===== src/rtl/mul12_pkg.sv =====
// mul12_pkg: shared types and constants for the sequential 12x12 multiplier.
//   state_e   : FSM states (IDLE, MUL, DONE)
//   OP_W      : operand width
//   SLICE_W   : width of one multiplier slice operand
//   PROD_W    : product / accumulator width
//   LAST_STEP : index of the final MUL step
package mul12_pkg;

  localparam int OP_W    = 12;
  localparam int SLICE_W = 6;
  localparam int PROD_W  = 24;

  localparam logic [1:0] LAST_STEP = 2'd3;

  typedef enum logic [1:0] {
    IDLE = 2'd0,
    MUL  = 2'd1,
    DONE = 2'd2
  } state_e;

endpackage


===== src/rtl/wallace_tree_6.sv =====
// wallace_tree_6: combinational 6x6 unsigned multiplier.
//   op1 [5:0]  : multiplicand
//   op2 [5:0]  : multiplier
//   res [11:0] : op1 * op2
// Six partial-product rows are reduced with 3:2 carry-save stages down to two
// rows, which a single carry-propagate adder then sums. The product always fits
// in 12 bits, so every row is carried at 12 bits and dropped carries are zero.
module wallace_tree_6 (
  input  logic [5:0]  op1,
  input  logic [5:0]  op2,
  output logic [11:0] res
);

  logic [11:0] pp [6];
  logic [11:0] s0, c0, s1, c1, s2, c2, s3, c3;

  // 3:2 compressor over whole rows: sum bits and left-shifted carry bits.
  function automatic logic [23:0] csa(input logic [11:0] x, input logic [11:0] y,
                                      input logic [11:0] z);
    logic [11:0] s;
    logic [11:0] c;
    s = x ^ y ^ z;
    c = ((x & y) | (x & z) | (y & z)) << 1;
    return {s, c};
  endfunction

  always_comb begin
    for (int i = 0; i < 6; i++) begin
      pp[i] = ({6'b0, op1} & {12{op2[i]}}) << i;
    end
    {s0, c0} = csa(pp[0], pp[1], pp[2]);
    {s1, c1} = csa(pp[3], pp[4], pp[5]);
    {s2, c2} = csa(s0, c0, s1);
    {s3, c3} = csa(s2, c2, c1);
    res      = s3 + c3;
  end

endmodule


===== src/rtl/mul12_seq.sv =====
// mul12_seq: sequential 12x12 unsigned multiplier built from one 6x6 slice.
//   clk, rst_n        : clock, synchronous active-low reset
//   start_valid/ready : operand handshake; a, b captured on the accept edge
//   a, b [11:0]       : unsigned operands
//   res_valid/ready   : result handshake; res held stable while res_valid=1
//   res [23:0]        : product (shows the accumulator outside DONE)
//   busy              : high whenever the FSM is not in IDLE
//
// Handshakes: a transfer happens on a rising edge where valid=1 and ready=1.
// The producer holds valid (and data) until that edge; ready never depends
// combinationally on valid. start_valid outside IDLE is ignored, not queued.
//
// Operation: IDLE --accept--> MUL (4 edges, steps 0..3) --> DONE --res_ready--> IDLE.
// Each MUL edge adds one shifted slice product of the latched operands.
module mul12_seq
  import mul12_pkg::*;
(
  input  logic              clk,
  input  logic              rst_n,
  input  logic              start_valid,
  output logic              start_ready,
  input  logic [OP_W-1:0]   a,
  input  logic [OP_W-1:0]   b,
  output logic              res_valid,
  input  logic              res_ready,
  output logic [PROD_W-1:0] res,
  output logic              busy
);

  state_e              state_q;
  logic [1:0]          step_q;
  logic [OP_W-1:0]     a_q, b_q;
  logic [PROD_W-1:0]   acc_q, acc_d;
  logic                start_ready_q, res_valid_q, busy_q;

  logic [SLICE_W-1:0]  slice_op1, slice_op2;
  logic [2*SLICE_W-1:0] slice_res;
  logic [PROD_W-1:0]   addend;

  // Step bit 0 picks the high half of a, step bit 1 the high half of b:
  // step0 lo*lo, step1 hi*lo, step2 lo*hi, step3 hi*hi.
  always_comb begin
    slice_op1 = step_q[0] ? a_q[11:6] : a_q[5:0];
    slice_op2 = step_q[1] ? b_q[11:6] : b_q[5:0];
  end

  wallace_tree_6 u_slice (
    .op1 (slice_op1),
    .op2 (slice_op2),
    .res (slice_res)
  );

  // Weight of the slice product: 0, 6, 6, 12 bits for steps 0..3.
  always_comb begin
    addend = '0;
    case (step_q)
      2'd0:    addend = {12'b0, slice_res};
      2'd1,
      2'd2:    addend = {6'b0, slice_res, 6'b0};
      default: addend = {slice_res, 12'b0};
    endcase
    acc_d = acc_q + addend;
  end

  always_ff @(posedge clk) begin
    if (!rst_n) begin
      state_q       <= IDLE;
      step_q        <= 2'd0;
      acc_q         <= '0;
      a_q           <= '0;
      b_q           <= '0;
      start_ready_q <= 1'b1;
      res_valid_q   <= 1'b0;
      busy_q        <= 1'b0;
    end else begin
      case (state_q)
        IDLE: begin
          if (start_valid) begin
            a_q           <= a;
            b_q           <= b;
            acc_q         <= '0;
            step_q        <= 2'd0;
            state_q       <= MUL;
            start_ready_q <= 1'b0;
            busy_q        <= 1'b1;
          end
        end
        MUL: begin
          acc_q  <= acc_d;
          step_q <= step_q + 2'd1;
          if (step_q == LAST_STEP) begin
            state_q     <= DONE;
            res_valid_q <= 1'b1;
          end
        end
        DONE: begin
          if (res_ready) begin
            state_q       <= IDLE;
            res_valid_q   <= 1'b0;
            busy_q        <= 1'b0;
            start_ready_q <= 1'b1;
          end
        end
        default: begin
          state_q       <= IDLE;
          start_ready_q <= 1'b1;
          res_valid_q   <= 1'b0;
          busy_q        <= 1'b0;
        end
      endcase
    end
  end

  assign start_ready = start_ready_q;
  assign res_valid   = res_valid_q;
  assign busy        = busy_q;
  assign res         = acc_q;

endmodule


===== config.mk =====
export PLATFORM = sky130hd
export DESIGN_NAME = mul12_seq
export DESIGN_NICKNAME = d
export VERILOG_FILES = /design/src/rtl/mul12_pkg.sv /design/src/rtl/wallace_tree_6.sv /design/src/rtl/mul12_seq.sv
export SDC_FILE = /design/constraint.sdc
export NUM_CORES = 1
export LEC_CHECK = 0
export ABC_CLOCK_PERIOD_IN_PS = 6850
export CAP_MARGIN = 15
export CORE_UTILIZATION = 35
export CTS_CLUSTER_SIZE = 16
export DETAILED_ROUTE_END_ITERATION = 6
export PLACE_DENSITY_LB_ADDON = 0.2
export SETUP_SLACK_MARGIN = 0.3
export SLEW_MARGIN = 20
export SYNTH_ARGS = -nofsm -noshare
export SYNTH_HDL_FRONTEND = slang
export SYNTH_HIERARCHICAL = 1
export SYNTH_SLANG_ARGS = --single-unit
export TNS_END_PERCENT = 100

===== constraint.sdc =====
create_clock -name clk -period 6.85 [get_ports clk]
set_input_delay 1.37 -clock clk [delete_from_list [all_inputs] [get_ports clk]]
set_output_delay 1.37 -clock clk [all_outputs]
set_load 0.02 [all_outputs]

==> flow_summary.yaml <==
run_status:
  status: "finished clean"
cts:
  worstSkewPairLatency_ps: 300
  cts.path.max_buffers: 2
  ctsHoldBuffers: 0
  h-tree-depth: 2
  clk_pin_slew_ps: 80
  numCtsBuffers: 5
  cts_tree: "built"
  cts_sinks: 55
  clockRootBuffer: "clkbuf_16"
timing:
  relSlewSlack_pct: 45.3
  min_period_ps: 6000
  min_period_over_period_pct: 87.6
  setup_violations: 0
  grt_setup_unrepaired: "no"
  setup_tns_ps: 0
  worstMarginPinSlew_ps: 818
  slew_violations: 0
  max_freq_ghz: 0.167
  hold_violations: 0
  fin_skew_ps: 7.33
worst_hold_path:
  hold_class: "flip-flop to flip-flop"
  min_to: "a_q[10]"
  worstHoldStart: "a_q[10]"
  min_path_cells: 2
pwr:
  vdd_drop_max_mv: 0.100
  power.density_nw_per_um2: 139
  total_power_w: 0.000730
  p_leak_nw: 2.23
worst_setup_path:
  path_max_fanout: 9
  reg2reg_from: "step_q[1]"
  crit_path_end_kind: "flip-flop"
  cp.arrival_ps: 6190
  required_ps: 7040
  worst_r2r_path_depth: 23
  cp-start-kind: "flip-flop"
  r2r-end: "res[23]"
  rrSetupSlack_ps: 850
  crit_type: "flip-flop to flip-flop"
route:
  vias: 3730
  via_per_inst: 4.95
  drtIter0Drc: 97
  antenna_left: 0
  first_pass_iters: 4
  wire_per_inst_um: 13.4
  drc_errors: 0
  drt-total-wl_um: 10100
synth:
  yosysTopAreaCell: "dfxtp_1"
  ys_seq_area_share_pct: 24.9
  yosysTopAreaCellShare_pct: 24.9
  mappedNetlistArea_um2: 4420
  syn_inst: 546
  synth_seq_cells: 55
  syn_nets: 634
  yosysWarnings: 6
  synth.cells.most_frequent: "nand2_1 (114), dfxtp_1 (55), ha_1 (41), o21ai_0 (35)"
  synth-edff-count: 0
  synth_top_cells_by_area: "dfxtp_1 (25%), ha_1 (12%), nand2_1 (9.7%)"
  synth_most_common_cell: "nand2_1"
  syn_avg_cell_area_um2: 8.10
  yosysUniqueCellTypes: 45
  synth_flop_cell: "dfxtp_1"
  ys_async_sr_fraction_pct: 0
floorplan:
  initial_core_util_pct: 36.4
  dieArea_um2: 13100
  boundaryPins: 55
  die_w_um: 114
  die_h_um: 114
  core_area_um2: 12200
  fp-row-count: 40
global_routing:
  grt_start_max_net_pins: 43
  grt_pass1_wl_um: 17200
  grt-ovfl-total: 0
  grt_use_total_pct: 16.3
  grt_pass1_vias: 3637
  antenna_found_initial: 0
finish:
  multi_input_area_um2: 3150
  fill_cells: 1240
  area_delta_synth_final_pct: 19.0
  final_layout_size_suffix_gt1_share_pct: 5.98
  seq_area_um2: 1100
  instances_no_fill: 753
  antenna_cells: 0
  nNetsFinal: 672
flow_run:
  cap_violations: 0
placed_design:
  place.gp.congestion: 0.876
  dp.cells: 745
  dp_hpwl_um: 8080
  io_buffers: 54
[worst max-delay path, cell delays in order, from the launching register on]
cell      delay, ps
dfxtp_2         440
mux2_2          430
nand2_1         100
fa_1            440
fa_1            520
fa_1            540
inv_1            60
fa_1            430
a21o_1          210
a21oi_2         170
o21bai_1         90
a21oi_1         170
xnor2_1         200
nand2_1          80
o21ai_1         190
ha_2            360
a21o_1          190
a21oi_1         130
o22ai_1         100
or3_1           350
o21ai_0         200
xor2_1          200
o21bai_1         80
a22o_1          200
[sequential cells by signal (all words and copies together) (netlist names)]
| register | count |
|---|---|
| a_q | 12 |
| b_q | 12 |
| busy | 1 |
| res | 24 |
| res_valid | 1 |
| start_ready | 1 |
| state_q | 2 |
| step_q | 2 |
[timing repair]
action	CTS	global route
setup endpoints to repair	0	2
gates resized for setup	0	5
buffers inserted	0	0
[cells by family (layout without fill, tap and decap cells)]
family	after synthesis	in the layout	synth area share [%]
simple gates	210	210	21.9
compound gates	134	134	20.6
fa+ha+maj	60	60	20.2
flops	55	55	24.9
buf+inv	49	88	4.16
xor+xnor	24	24	4.75
mux	14	14	3.51
[per-layer routing]
layer	track usage, %	up-vias	wire, um
li1	-	1939	-
met1	21.1	1732	4860
met2	28.0	52	4880
met3	2.75	7	234
met4	4.24	0	93
met5	0	-	0
[how the worst max path moves through the flow]
stage | from | end | slack, ps | cells after the start
after detailed placement | step_q[0] | res[23] | 570 | 22
after CTS | step_q[0] | res[23] | 550 | 22
after floorplan | step_q[0] | res[23] | 1100 | 24
final | step_q[1] | res[23] | 850 | 23
after global placement | step_q[0] | res[23] | 700 | 22
after global routing | step_q[0] | res[23] | 370 | 23
[report_power, final]
| part | total, W | internal, W | leakage (nW) | switching [W] |
|---|---|---|---|---|
| Combinational | 0.000117 | 0.0000524 | 1.71 | 0.0000649 |
| Sequential | 0.000340 | 0.000331 | 0.449 | 0.00000876 |
| Clock | 0.000273 | 0.000149 | 0.0779 | 0.000124 |
[placed cells by master, fill, tap and decap left out, types with 3 or more instances in the layout]
cell,instances
nand2_1,114
clkdlybuf4s50_1,54
dfxtp_1,53
ha_1,40
o21ai_0,34
and2_1,33
a21boi_0,33
inv_1,24
nor2_1,22
a21oi_1,20
fa_1,19
xnor2_1,15
nand3_1,13
mux2_2,12
a21o_1,9
xor2_1,9
nor2b_1,8
a22oi_1,6
and3_1,5
a211o_1,5
clkbuf_16,5
a31oi_1,4
nand4_1,3
a21oi_2,3
nand2b_1,3
o21a_1,3
nor3_1,3
[cell type report]
cell class | instances | area share [%]
clock buffer | 6 | 2.64
clock inverter | 2 | 0.333
inverter | 24 | 1.71
multi-input combinational | 442 | 59.8
sequential | 55 | 21.0
tap | 168 | 3.99
timing repair buffer | 56 | 10.6
[per-stage QoR]
| step | cell area, um2 | worst slack [ps] | utilization (%) | hold slack, ps |
|---|---|---|---|---|
| after CTS | 5260 | 554 | 43.2 | 464 |
| after detailed placement | 5100 | 575 | 41.9 | 454 |
| after global placement | 5100 | 701 | 41.9 | 457 |
| after floorplan | 4420 | 1100 | - | 440 |
| final | 5260 | 852 | 43.3 | 461 |
| after global routing | 5260 | 370 | 43.3 | 486 |
Note: power is estimated with default switching activity, not from simulation.
